--- config.mk ---
export PLATFORM = sky130hd
export DESIGN_NAME = pipeline_stall_ctrl
export DESIGN_NICKNAME = d
export VERILOG_FILES = /design/src/rtl/pipeline_stall_ctrl.sv
export SDC_FILE = /design/constraint.sdc
export NUM_CORES = 1
export LEC_CHECK = 0
export BUFFER_PORTS_ARGS = -buffer_cell sky130_fd_sc_hd__buf_4
export CAP_MARGIN = 10
export CELL_PAD_IN_SITES_DETAIL_PLACEMENT = 1
export CELL_PAD_IN_SITES_GLOBAL_PLACEMENT = 1
export CORE_MARGIN = 2
export CORE_UTILIZATION = 47
export CTS_CLUSTER_DIAMETER = 100
export DETAILED_ROUTE_END_ITERATION = 8
export MAX_ROUTING_LAYER = met4
export PLACE_DENSITY_LB_ADDON = 0.3
export SLEW_MARGIN = 5
export SYNTH_ARGS = -nofsm -noshare
export SYNTH_HDL_FRONTEND = slang
export SYNTH_SLANG_ARGS = --single-unit
--- constraint.sdc ---
create_clock -name clk -period 3.05 [get_ports clk]
set_input_delay 0.1525 -clock clk [delete_from_list [all_inputs] [get_ports clk]]
set_output_delay 0.1525 -clock clk [all_outputs]
set_load 0.05 [all_outputs]
--- src/rtl/pipeline_stall_ctrl.sv ---
// Pipeline stall/flush/freeze controller for the RV32I 5-stage core, with a consecutive-stall watchdog.
// Optional perf counters (hazard/mem-stall/flush) are enabled by defining STALL_PERF_CNT_EN.
module pipeline_stall_ctrl #(
    parameter int FLUSH_CYCLES = 1,
    parameter int MAX_STALL    = 64,
    parameter int CNT_W        = 16
) (
    input  logic        clk,
    input  logic        rst_n,
    input  logic        hazard_stall,
    input  logic        branch_taken,
    input  logic        mem_busy,
    output logic        pc_write_en,
    output logic        if_id_write_en,
    output logic        if_id_flush,
    output logic        id_ex_flush,
    output logic        ex_mem_write_en,
    output logic        mem_wb_write_en,
    output logic        stall_active,
    output logic        stall_timeout
`ifdef STALL_PERF_CNT_EN
    ,
    output logic [31:0] hazard_stall_cnt,
    output logic [31:0] mem_stall_cnt,
    output logic [31:0] flush_cnt
`endif
);

    typedef enum logic {RUN, FLUSH} state_t;

    localparam logic [2:0]       FLUSH_LOAD = 3'(FLUSH_CYCLES);
    localparam logic [CNT_W-1:0] STALL_MAX  = CNT_W'(MAX_STALL);
    localparam logic [CNT_W-1:0] STALL_LAST = CNT_W'(MAX_STALL - 1);

    state_t           state;
    logic [2:0]       fl_cnt;
    logic [CNT_W-1:0] stall_cnt;

    logic freeze, redirect, squash, bubble;

    // Priority: freeze > redirect > post-redirect squash > hazard bubble > run.
    assign freeze   = mem_busy;
    assign redirect = !mem_busy && branch_taken;
    assign squash   = !mem_busy && (branch_taken || state == FLUSH);
    assign bubble   = !mem_busy && !squash && hazard_stall;

    always_comb begin
        // NOTE: every output gets a default first so no path leaves it unassigned (no latch).
        pc_write_en     = 1'b1;
        if_id_write_en  = 1'b1;
        if_id_flush     = 1'b0;
        id_ex_flush     = 1'b0;
        ex_mem_write_en = 1'b1;
        mem_wb_write_en = 1'b1;
        stall_active    = 1'b0;
        if (!rst_n) begin
            pc_write_en     = 1'b0;
            if_id_write_en  = 1'b0;
            if_id_flush     = 1'b1;
            id_ex_flush     = 1'b1;
            ex_mem_write_en = 1'b0;
            mem_wb_write_en = 1'b0;
        end else if (freeze) begin
            pc_write_en     = 1'b0;
            if_id_write_en  = 1'b0;
            ex_mem_write_en = 1'b0;
            mem_wb_write_en = 1'b0;
            stall_active    = 1'b1;
        end else if (squash) begin
            if_id_flush = 1'b1;
            id_ex_flush = 1'b1;
        end else if (bubble) begin
            pc_write_en    = 1'b0;
            if_id_write_en = 1'b0;
            id_ex_flush    = 1'b1;
            stall_active   = 1'b1;
        end
    end

    // NOTE: sequential state uses non-blocking assignments so all registers update from pre-edge values.
    always_ff @(posedge clk or negedge rst_n) begin
        if (!rst_n) begin
            state  <= RUN;
            fl_cnt <= 3'd0;
        end else if (!mem_busy) begin
            case (state)
                RUN: begin
                    if (branch_taken && FLUSH_CYCLES > 0) begin
                        state  <= FLUSH;
                        fl_cnt <= FLUSH_LOAD;
                    end
                end
                FLUSH: begin
                    if (branch_taken) begin
                        fl_cnt <= FLUSH_LOAD;
                    end else if (fl_cnt == 3'd1) begin
                        state  <= RUN;
                        fl_cnt <= 3'd0;
                    end else begin
                        fl_cnt <= fl_cnt - 3'd1;
                    end
                end
                default: state <= RUN;
            endcase
        end
    end

    // Watchdog: counts consecutive stall/freeze cycles; timeout is sticky until reset.
    always_ff @(posedge clk or negedge rst_n) begin
        if (!rst_n) begin
            stall_cnt     <= '0;
            stall_timeout <= 1'b0;
        end else if (stall_active) begin
            if (stall_cnt != STALL_MAX) stall_cnt <= stall_cnt + CNT_W'(1);
            if (stall_cnt == STALL_LAST) stall_timeout <= 1'b1;
        end else begin
            stall_cnt <= '0;
        end
    end

`ifdef STALL_PERF_CNT_EN
    always_ff @(posedge clk or negedge rst_n) begin
        if (!rst_n) begin
            hazard_stall_cnt <= '0;
            mem_stall_cnt    <= '0;
            flush_cnt        <= '0;
        end else begin
            if (bubble && hazard_stall_cnt != '1) hazard_stall_cnt <= hazard_stall_cnt + 32'd1;
            if (freeze && mem_stall_cnt != '1)    mem_stall_cnt    <= mem_stall_cnt + 32'd1;
            if (redirect && flush_cnt != '1)      flush_cnt        <= flush_cnt + 32'd1;
        end
    end
`endif

endmodule

[Yosys cells after proc, flatten, opt, wreduce, memory -nomap -nowiden]
Cells that the tools add are included.
Storage, ports and cells
  bits in registers: 21
  latch bits: 0
  RAM bits: 0
  bits in read-only memories: 0
  input bits: 5
  output and inout bits: 8
  word-level logic and storage cells: 47
  memories: 0
Operators by class
  add/subtract/negate cells: 2
  multiply operators: 0
  divide/modulo/power cells: 0
  magnitude comparators: 0
  equality and inequality tests: 5
  shifts and indexed selects: 0
  mux-type cells: 26
  bitwise operators: 2
  reductions and logical operators: 8
Operators with widths (number)
  16-bit two-way mux: 2
  1-bit two-way mux: 19
  16-bit by 1-bit adder with 16-bit output (second input constant): 1
  16-bit by 6-bit == test with 1-bit output (second input constant): 1
  16-bit by 7-bit inequality test with 1-bit output (second input constant): 1
  3-bit two-way mux: 3
  3-bit case mux with 2 select lines: 1
  2-bit AND reduction: 2
  3-bit by 1-bit == test with 1-bit output (second input constant): 1
  1-bit logical AND: 3
  3-bit by 1-bit subtractor with 3-bit output (second input constant): 1
  1-bit logical NOT: 2
  2-bit by 1-bit inequality test with 1-bit output (second input constant): 1
  2-bit inequality test (second input constant): 1
  1-bit NOT: 2
  1-bit case mux with 2 select lines: 1
  1-bit logical OR: 1

[Depth between registers and ports, before layout]
Gate-level depths: netlist of the first run.
  depth in word-level cells: 10
  gate-level depth with buffers: 6

[Least setup slack after synthesis of the first run]
No wires, ideal clock.
  path kind: input to output
  start: in mem_busy
  end: out pc_write_en
  arrival: 2.768 ns
  data required time: 2.897 ns
  path slack: 0.129 ns
  cell stages on the path: 4
  buffers on the path: 2
  cells stage by stage: clkbuf_1 > nor2b_1 > a21boi_0 > buf_4
Between the ends
  word-level cells in the longest chain between the ends: 9
Ends and longest elaborated chain
  start: declaration: line 12  | input logic mem_busy,
  1-bit logical NOT
  1-bit logical AND: line 44  | assign squash = !mem_busy && (branch_taken || state == FLUSH);
  1-bit logical NOT: line 45  | assign bubble = !mem_busy && !squash && hazard_stall;
  1-bit logical AND (2 in a row): line 45
  1-bit two-way mux (2 in a row)
  1-bit two-way mux * (2 in a row)
  end: declaration: line 13  | output logic pc_write_en,
Every way passes the cells marked *; elsewhere a longest branch is shown, timed or not.

[Final worst setup path of the first run]
  start: reg state
  end: out stall_active
Between the ends
  word-level cells in the longest chain between the ends: 9
Ends and longest elaborated chain
  start: declaration: line 35  | state_t state;
  start signal: assignment: line 83  | state <= RUN;
  start signal: assignment: line 89  | state <= FLUSH;
  start signal: assignment: line 97  | state <= RUN;
  1-bit logical OR *: line 44
  1-bit logical AND *: line 44
  1-bit logical NOT: line 45
  1-bit logical AND (2 in a row): line 45
  1-bit two-way mux: line 72  | end else if (bubble) begin
  1-bit two-way mux *: line 69  | end else if (squash) begin
  1-bit two-way mux *: line 63  | end else if (freeze) begin
  1-bit two-way mux *: line 56  | if (!rst_n) begin
  end: declaration: line 19  | output logic stall_active,
Marks and branches as above.

==> results of run 1 <==
==> area by class of cell <==
cell class                      count  share of cell area [%]
Multi-Input combinational cell     88                    44.3
Tap cell                           28                    2.72
Sequential cell                    21                    40.9
Timing Repair Buffer               13                    7.78
Clock buffer                        4                    2.04
Inverter                            8                    2.33
==> sequential cells by signal, indices dropped and copies added, names as in the netlist <==
name and flops:
stall_timeout 1, fl_cnt 3, stall_cnt 16, state 1
==> worst max-delay path by stage <==
stage,depth (start not counted),start,slack (ns),to
4_1_cts,4,state,0.91,stall_active
2_1_floorplan,4,mem_busy,0.13,pc_write_en
3_3_place_gp,4,state,1.38,stall_active
3_5_place_dp,4,state,1.28,stall_active
5_1_grt,4,state,0.73,stall_active
6_report,4,state,0.92,stall_active
==> kinds of logic (layout without fill, tap and decap cells) <==
logic type | Yosys count | in the layout | synth area share (%)
compound gates | 18 | 18 | 9.83
xor+xnor | 11 | 11 | 8.32
fa+ha+maj | 4 | 4 | 4.32
buf+inv | 13 | 25 | 5.51
flops | 21 | 21 | 45.4
mux | 1 | 1 | 0.864
simple gates | 54 | 54 | 25.8
==> repair_timing <==
action | CTS | global route
hold buffers | 1 | 0
buffers inserted | 0 | 0
hold endpoints to repair | 21 | 0
==> report_power, final <==
part	internal, mW	switching, mW
clock	0.0511	0.0863
combinational	0.0500	0.0931
sequential	0.301	0.0250
total	0.402	0.204
==> worst register-to-register path, stage by stage, from the launching register on <==
cell and delay, ns:
dfrtp_1 0.47, o21bai_1 0.33, o211ai_2 0.40, o41ai_1 0.45
==> Yosys cell counts, drive strengths merged <==
library cell and n:
nor3 1, a31oi 1, clkbuf 2, nand4 4, ha 4, o41ai 2, or2b 1, xnor2 1
nor4b 2, nand3b 1, o211ai 1, and3 3, xor2 10, buf 3, nand3 12, dfrtp 21
or3 2, o21bai 1, nor2 13, o31ai 1, nand2 6, nor4 2, a21boi 1, and4 3
nand2b 3, mux2i 1, inv 8, o21ai 7, a21oi 4, nor2b 1
==> metal layers <==
metal  global-route usage [%]  wire length [um]  part of all wire [%]  vias to the layer above
met2                     36.8              1110                    46                       15
met1                     24.9              1190                    49                      465
met3                     2.50                71                   2.9                        5
met4                     8.97                49                   2.0                        0
met5                        -                 0                     0                        -
li1                         -                 -                     -                      451
==> results.md, run 1 <==
* Layout overhead on the synthesized area at 11.0%
* Outcome: finished, final reports clean
* # DRC at 0
* Row count at 17
* Yosys Warn Count at 0
* Worst min path class: input pin to flip-flop
* CP startpoint kind: flip-flop
* Initial core utilization at approximately half
* RR Startpoint: state
* CP endpoint kind: output port
* Clock tree from TritonCTS: built
* Setup WS post-layout at 0.923 ns
* Gp weighted congestion at 0.799
* Max_cap viols at 0
* Cells after Synth at 122
* RSZ-0062 raised after global routing: false
* Vias in the first global route at roughly 1000
* Pwr/cell area at 471 mW/mm^2
* Hpwl dp at 1.77 mm
* Fmax at 470 MHz
* Core ar. at 0.00228 sq mm
* Cell Area, Placed at 0.00125 sq mm
* Worst r2r path cells at 3
* Netlist Area Pre-Place at around 0.0012 sq mm
* Setup TNS at 0 ns
* Slew @ Worst Pin at between 0.7 and 0.8 ns
* FF+latch count, synth at 21
* Worst Path Arrival at 1.97 ns
* CTS buffer count at 3
* Sequential share of the synthesized area at 45.4%
* Max transition margin at between 50% and 60%
* Sink Count at 21
* CTS max path bufs at 2
* Hold path startpoint: branch_taken
* Dpl cells at 157
* Final instance area at around 0.0013 sq mm
* Hold EP: fl_cnt[1]
* Clock Latency Late Sink at 0.31 ns
* H-tree Lvls at 1
* Cell taking the most area after synthesis: dfrtp_1
* Post-place setup slack at 1.28 ns
* Fin. Hold Viols at 0
* Total global-route track usage at 21.3%
* # port buffers at 12
* Util after Layout at 56.5%
* Average wire per cell in the routed design at roughly 15 um
* Initial DRC count at 11
* Register-to-register setup slack at 1.32 ns
* Die W at between 50 and 60 um
* Pins over their slew limit at 0
* Drt pass-1 iters at 4
* Ant. Diodes at 0
* Total grt overflow at 0
* Crit share post-route at 69.7%
* Commonest cells after routing, fill and taps aside: dfrtp_1, nor2_1, nand3_1, buf_4, xor2_1
* Post-route ant nets at 0
* Most common cell after layout, fill and taps aside: dfrtp_1
* Routed Wire Length at 2.42 mm
* Max incr delay on CP at 0.47 ns
* Layout cell share with drive strength beyond 1 at 14.2%
* Clock-pin slew on the worst setup and hold paths at 0.11 ns
* Clock skew at between 0.009 and 0.01 ns
* Total power at 606 uW
* Vias per inst at just under 6
* Crit path time final at roughly 2.1 ns
* Distinct cell type count after synthesis at 33
* RR Endpoint: stall_timeout
* Register area at 526 sq um
* Final Non-Filler Cells at between 150 and 200
* Hold Crit Depth at 2
* Top-area cell type share of the netlist area at 45.4%
* Worst vdd ir at 0.350 mV
* Final setup viols at 0
* Top area cells in the synthesized netlist: dfrtp_1, xor2_1, nand3_1
* DR vias at between 900 and 1000
* Root Buffer: clkbuf_4
* Worst path cell trace: o21bai_1 > o211ai_2 > inv_1 > buf_4
* First-pass GRT wire length at approximately 4.3 mm
* Slowest CP cell: dfrtp_1
* Leak at 0.602 nW
* Footprint of the multi-input gates at roughly 570 sq um
* Mapped Nets at 131
* Critical Path Fanout Max at 17
* Num ports at 13
* Nets@finish at 144
* Hold slack at 0.0769 ns
* Fill cell count at 270
* CTS resizes at 0
* Worst Setup Path Type: flip-flop to output port
* Die Ht at 53.7 um
* Largest net degree at the start of global routing at 26
* Die ar. at around 0.0029 sq mm
* Top delay family on crit path: compound AO/OA/AOI/OAI gates
* Syn Area/Cell at 9.50 sq um
* Buf/Inv on CP at 2
* Initial antenna violation count at 0
* Req. time, crit path at between 2 and 3 ns
Power figures use the tool's default switching activity.
==> run 2, diff against run 1 <==
- CORE_UTILIZATION: 47 -> 39
- clock period: 3.05 -> 1.8 ns (I/O delays scaled with it)
==> run 2 against run 1 <==
  * Combinational power is 83% higher
  * Cell count up 3.1%
  * Total power grew 72%
  * Hold slack worse by 0.036 ns
  * Sequential share of layout area shrank 1.4 points
  * Clock-buffer cell count stayed put
  * Sequential power up 70%
  * Largest power group unchanged
  * Clock power rose by 67%
  * Worst setup slack worse by 0.79 ns
  * First-iteration DRC count up 82%
  * Register-to-register slack got worse by 1.2 ns
  * Utilization shrank 8.7 points
==> results.md, run 2 (synthesized netlist as in run 1, its figures left out) <==
* Outcome: finished, final reports clean
* Max_cap viols at 0 (unchanged)
* Worst Setup Path Type: input pin to output port
* Core ar. at 0.00278 sq mm (+22%)
* Ant. Diodes at 0 (unchanged)
* Hold slack at 0.0408 ns (-0.0361 ns)
* Leak at 0.618 nW (+2.7%)
* Commonest cells after routing, fill and taps aside: dfrtp_1, buf_4, nor2_1
* Largest register FFs at 16 (unchanged)
* Largest net degree at the start of global routing at 26 (unchanged)
* Most common cell after layout, fill and taps aside: dfrtp_1
* Worst Path Arrival at 1.58 ns (-0.39 ns)
* Fin. Hold Viols at 0 (unchanged)
* Pwr/cell area at 784 mW/mm^2 (+66%)
* Grt met1 use at 19.9% (-5.1 points)
* Max transition margin at 74.5% (+24 points)
* Max incr delay on CP at 0.52 ns (+0.05 ns)
* Die W at 58.5 um (+9.0%)
* GRT busiest layer: met2
* Slowest CP cell: dlygate4sd3_1
* CP endpoint kind: output port
* Worst min path class: input pin to flip-flop
* # port buffers at 12 (unchanged)
* Pins over their slew limit at 0 (unchanged)
* Critical Path Fanout Max at 25 (+8)
* Average wire per cell in the routed design at 15.1 um (+1.3%)
* Clock-pin slew on the worst setup and hold paths at 0.12 ns (about the same)
* CP startpoint kind: input pin
* Crit. Startpoint: rst_n
* Largest reg by FF count: stall_cnt
* Initial DRC count at 20 (+9)
* CTS max path bufs at 2 (unchanged)
* Row count at 19 (+2)
* # DRC at 0 (unchanged)
* Vias in the first global route at 971 (-3.8%)
* Drt pass-1 iters at 4 (unchanged)
* Hold Crit Depth at 2 (unchanged)
* Setup TNS at 0 ns (unchanged)
* Gp weighted congestion at 0.792 (-0.90%)
* Routed Wire Length at 2.52 mm (+4.4%)
* Fill cell count at 330 (+22%)
* Clock skew at 0.00354 ns (-0.00603 ns)
* Hold path startpoint: branch_taken
* Hpwl dp at 1.86 mm (+4.9%)
* H-tree Lvls at 1 (unchanged)
* Initial antenna violation count at 0 (unchanged)
* Total grt overflow at 0 (unchanged)
* Die ar. at 0.00342 sq mm (+19%)
* Die Ht at 58.5 um (+9.0%)
* Crit path time final at 1.67 ns
* Nets@finish at 146 (+1.4%)
* Util after Layout at 47.9% (-8.7 points)
* Register area at 526 sq um (unchanged)
* RSZ-0062 raised after global routing: false
* Layout overhead on the synthesized area at 14.9%
* Fmax at 599 MHz
* Post-route ant nets at 0 (unchanged)
* Req. time, crit path at 1.71 ns (-1.19 ns)
* Clock tree from TritonCTS: built
* Worst vdd ir at 0.576 mV (+65%)
* CP most frequent cell: buf_4
* Root Buffer: clkbuf_4
* Met2 usage at 32.1% (-4.7 points)
* RR Startpoint: stall_cnt[0]
* Num ports at 13 (unchanged)
* Final setup viols at 0 (unchanged)
* Layout cell share with drive strength beyond 1 at 17.6% (+3.5 points)
* Sink Count at 21 (unchanged)
* Footprint of the multi-input gates at 596 sq um (+4.6%)
* Initial core utilization at 41.7% (-9.3 points)
* Largest regs: stall_cnt: 16 flops, fl_cnt: 3 flops
* Post CTS Setup Buffer Count at 0 (unchanged)
* Worst r2r path cells at 6 (+3)
* Met3 Use GR at 2.64% (+0.14 points)
* Vias per inst at 5.55 (-3.9%)
* Worst path cell trace: dlygate4sd3_1 > buf_4 > nor2b_2 > a21boi_2 > buf_4
* Crit share post-route at 92.7%
* CTS buffer count at 3 (unchanged)
* Total global-route track usage at 17.5% (-3.8 points)
* Total power at 1.04 mW (+72%)
* First-pass GRT wire length at 4.44 mm (+3.2%)
* Slew @ Worst Pin at 0.378 ns (-0.367 ns)
* DR vias at 927 (-0.96%)
* Clock Latency Late Sink at 0.30 ns (about the same)
## run 2: cell types whose count changed in the layout (fill, tap and decap cells not counted), sizes merged
cell and delta:
buf +2
## run 2: final timing paths
| check | end | slack, ns |
|---|---|---|
| hold reg to reg | stall_timeout | 0.48 |
| hold / removal | fl_cnt[1] | 0.04 |
| setup reg to reg | stall_cnt[0] | 0.17 |
| max in group asynchronous | stall_cnt[15] | 1.34 |
| min in group asynchronous | state | 0.22 |
| setup / recovery | pc_write_en | 0.13 |
## run 2: repair_timing
item / in CTS / in global routing
pin swaps: 0 / 0
hold buffers: 1 / 0
cloned: 0 / 0
endpoints found under the setup margin: 1 / 1
endpoints found under the hold margin: 21 / 0
resized for setup: 2 / 1
## run 2: layout make-up
cell class,count,share of cell area (%)
sequential,21,39.5
tap,31,2.91
inverter,8,2.26
timing repair buffer,15,8.65
multi-input combinational,88,44.7
clock buffer,4,1.97
## run 2: routing by layer
metal | vias to the layer above | wire [um]
met3 | 2 | 43
met4 | 0 | 20
met5 | - | 0
li1 | 450 | -
met2 | 7 | 1330
met1 | 468 | 1130
## run 2: where the power goes
part	total [mW]	internal (mW)	switching, mW	leakage, nW
Clock	0.229	0.0861	0.143	0.0150
Combinational	0.261	0.0945	0.166	0.322
Sequential	0.554	0.509	0.0445	0.281
Total	1.04	0.690	0.354	0.618
## run 2: critical path: cells and delay by family
kind,cells,cell delay (ns)
AO/OA/AOI/OAI,1,0.19
buffers and inverters,3,1.06
AND/OR/NAND/NOR,1,0.24
## run 2: through the flow
step | setup slack (ns) | instances | area [sq um]
finish | 0.132 | 167 | 1330
global route | 0.00563 | 167 | 1330
CTS | 0.0746 | 167 | 1320
detailed placement | 0.193 | 162 | 1270
global placement | 0.242 | 162 | 1270
floorplan | 0.0231 | 122 | 1160
==> run 3, diff against run 2 <==
- CELL_PAD_IN_SITES_DETAIL_PLACEMENT: 1 -> default
- CELL_PAD_IN_SITES_GLOBAL_PLACEMENT: 1 -> default
- CORE_UTILIZATION: 39 -> 51
==> run 3 against run 2 <==
  * Clock-buffer cell count is 1 lower
  * Design area rose by 0.66%
  * Sequential cell count unchanged
  * Maximum frequency barely moved
  * Register-to-register slack barely moved
  * Hold slack got worse by 0.0027 ns
  * Clock skew is 0.0051 ns higher
  * Cell count shrank 1.2%
  * Critical path type is now flip-flop to output port
  * Largest cell class unchanged
==> results.md, run 3 (synthesized netlist as in run 1, its figures left out) <==
* Outcome: finished, final reports clean
* Most common cell after layout, fill and taps aside: dfrtp_1
* Row count at 17 (-2)
* Worst vdd ir at 0.477 mV (-17%)
* Hold path startpoint: branch_taken
* Max transition margin at 75.0% (+0.56 points)
* Initial core utilization at 53.4% (+12 points)
* Crit share post-route at 92.6% (about the same)
* Routed Wire Length at 2.25 mm (-11%)
* Average wire per cell in the routed design at 13.6 um (-9.7%)
* # port buffers at 12 (unchanged)
* Vias per inst at 5.61 (+1.1%)
* Nets@finish at 147 (+0.68%)
* Die ar. at 0.00267 sq mm (-22%)
* Largest net degree at the start of global routing at 26 (unchanged)
* RSZ-0062 raised after global routing: false
* Post-place setup slack at 0.204 ns (+0.0109 ns)
* Fill cell count at 192 (-42%)
* Layout cell share with drive strength beyond 1 at 19.0% (+1.3 points)
* Setup TNS at 0 ns (unchanged)
* Layout overhead on the synthesized area at 15.7%
* Max_cap viols at 0 (unchanged)
* Die W at 51.7 um (-12%)
* Num ports at 13 (unchanged)
* Worst Path Arrival at 1.58 ns (about the same)
* Req. time, crit path at 1.71 ns (about the same)
* CTS max path bufs at 2 (unchanged)
* Clock tree from TritonCTS: built
* Slew @ Worst Pin at 0.369 ns (-0.00835 ns)
* Leak at 0.627 nW (+1.4%)
* Initial antenna violation count at 0 (unchanged)
* Register-to-register setup slack at 0.18 ns (about the same)
* CP startpoint kind: flip-flop
* Setup WS post-layout at 0.133 ns (+0.00151 ns)
* # DRC at 0 (unchanged)
* Hold EP: fl_cnt[1]
* Post CTS Setup Buffer Count at 0 (unchanged)
* Root Buffer: clkbuf_4
* H-tree Lvls at 1 (unchanged)
* RR Startpoint: stall_cnt[0]
* Die Ht at 51.7 um (-12%)
* Total grt overflow at 0 (unchanged)
* Met3 Use GR at 3.74% (+1.1 points)
* Commonest cells after routing, fill and taps aside: dfrtp_1, buf_4, nor2_1
* Final setup viols at 0 (unchanged)
* Drt pass-1 iters at 4 (unchanged)
* Fmax at 600 MHz (about the same)
* Gp weighted congestion at 0.839 (+6.0%)
* Clock skew at 0.00861 ns (+0.00506 ns)
* Grt met1 use at 28.4% (+8.5 points)
* Crit path time final at 1.67 ns (-0.00151 ns)
* Post-route ant nets at 0 (unchanged)
* Worst r2r path cells at 5 (-1)
* Total global-route track usage at 20.9% (+3.5 points)
* Hold Crit Depth at 2 (unchanged)
* Met2 usage at 30.3% (-1.8 points)
* Largest register FFs at 16 (unchanged)
* Clock Latency Late Sink at 0.31 ns (about the same)
* Clock-pin slew on the worst setup and hold paths at 0.12 ns (about the same)
* Fin. Hold Viols at 0 (unchanged)
* Largest reg by FF count: stall_cnt
* Worst min path class: input pin to flip-flop
* Ant. Diodes at 0 (unchanged)
* Initial DRC count at 18 (-10%)
* GRT busiest layer: met2
* Critical Path Fanout Max at 12 (-52%)
* CP endpoint kind: output port
* Hpwl dp at 1.65 mm (-12%)
* Core ar. at 0.00217 sq mm (-22%)
* Pins over their slew limit at 0 (unchanged)
* Sink Count at 21 (unchanged)
* First-pass GRT wire length at 3.97 mm (-11%)
* CTS buffer count at 3 (unchanged)
* Pwr/cell area at 772 mW/mm^2 (-1.5%)
* Largest regs: stall_cnt: 16 flops, fl_cnt: 3 flops
* RR Endpoint: stall_cnt[14]
* DR vias at 926 (-0.11%)
* Vias in the first global route at 881 (-9.3%)
* Worst Setup Path Type: flip-flop to output port
run 3: changes by cell type in the layout (fill, tap and decap cells not counted), sizes merged:
cell	delta
clkinv	+1
buf	+1
clkbuf	-1
run 3: cell type report:
class | count | area [sq um] | share of cell area, %
Sequential cell | 21 | 526 | 39.2
Clock buffer | 3 | 22.5 | 1.68
Inverter | 8 | 30.0 | 2.24
Multi-Input combinational cell | 88 | 596 | 44.4
Tap cell | 28 | 35.0 | 2.61
Timing Repair Buffer | 16 | 126 | 9.43
Clock inverter | 1 | 5.00 | 0.373
run 3: routing by layer:
metal,routed length (um),share of wire (%),vias up
met5,0,0,-
met4,38,1.7,0
met3,42,1.9,4
met2,1090,49,10
met1,1080,48,459
li1,-,-,453
run 3: worst max-delay path by stage:
stage / from / end / slack, ns / cells after the start
global route: state / stall_active / 0.02 / 4
global placement: state / stall_active / 0.27 / 4
floorplan: mem_busy / pc_write_en / 0.02 / 4
detailed placement: state / stall_timeout / 0.20 / 3
finish: state / stall_active / 0.13 / 4
CTS: state / stall_active / 0.06 / 4
run 3: power breakdown:
group          total [mW]  internal, mW  leakage (nW)  switching [mW]
Sequential          0.554         0.509         0.281          0.0446
Combinational       0.250        0.0950         0.328           0.155
Clock               0.230        0.0831        0.0177           0.147
run 3: critical path, stage by stage, from the launching register on:
cell and delay, ns:
dfrtp_1 0.49, o21bai_4 0.23, o211ai_4 0.17, inv_1 0.15, buf_4 0.21
run 3: metrics by stage:
stage / cell area (sq um) / hold WS (ns) / utilization (%) / power, mW / instances
floorplan: 1160 / -0.206 / - / 0.723 / 122
global placement: 1280 / 0.000187 / 58.9 / 0.790 / 160
detailed placement: 1280 / 0.00366 / 58.9 / 0.799 / 160
CTS: 1330 / 0.0232 / 61.2 / 1.04 / 165
global route: 1340 / 0.0406 / 61.8 / 1.10 / 165
finish: 1340 / 0.0381 / 61.8 / 1.03 / 165
run 3: timing repair:
item | in CTS | in global routing
gates resized for setup | 2 | 2
setup endpoints to repair | 1 | 3
hold buffers | 1 | 0
hold endpoints to repair | 21 | 0
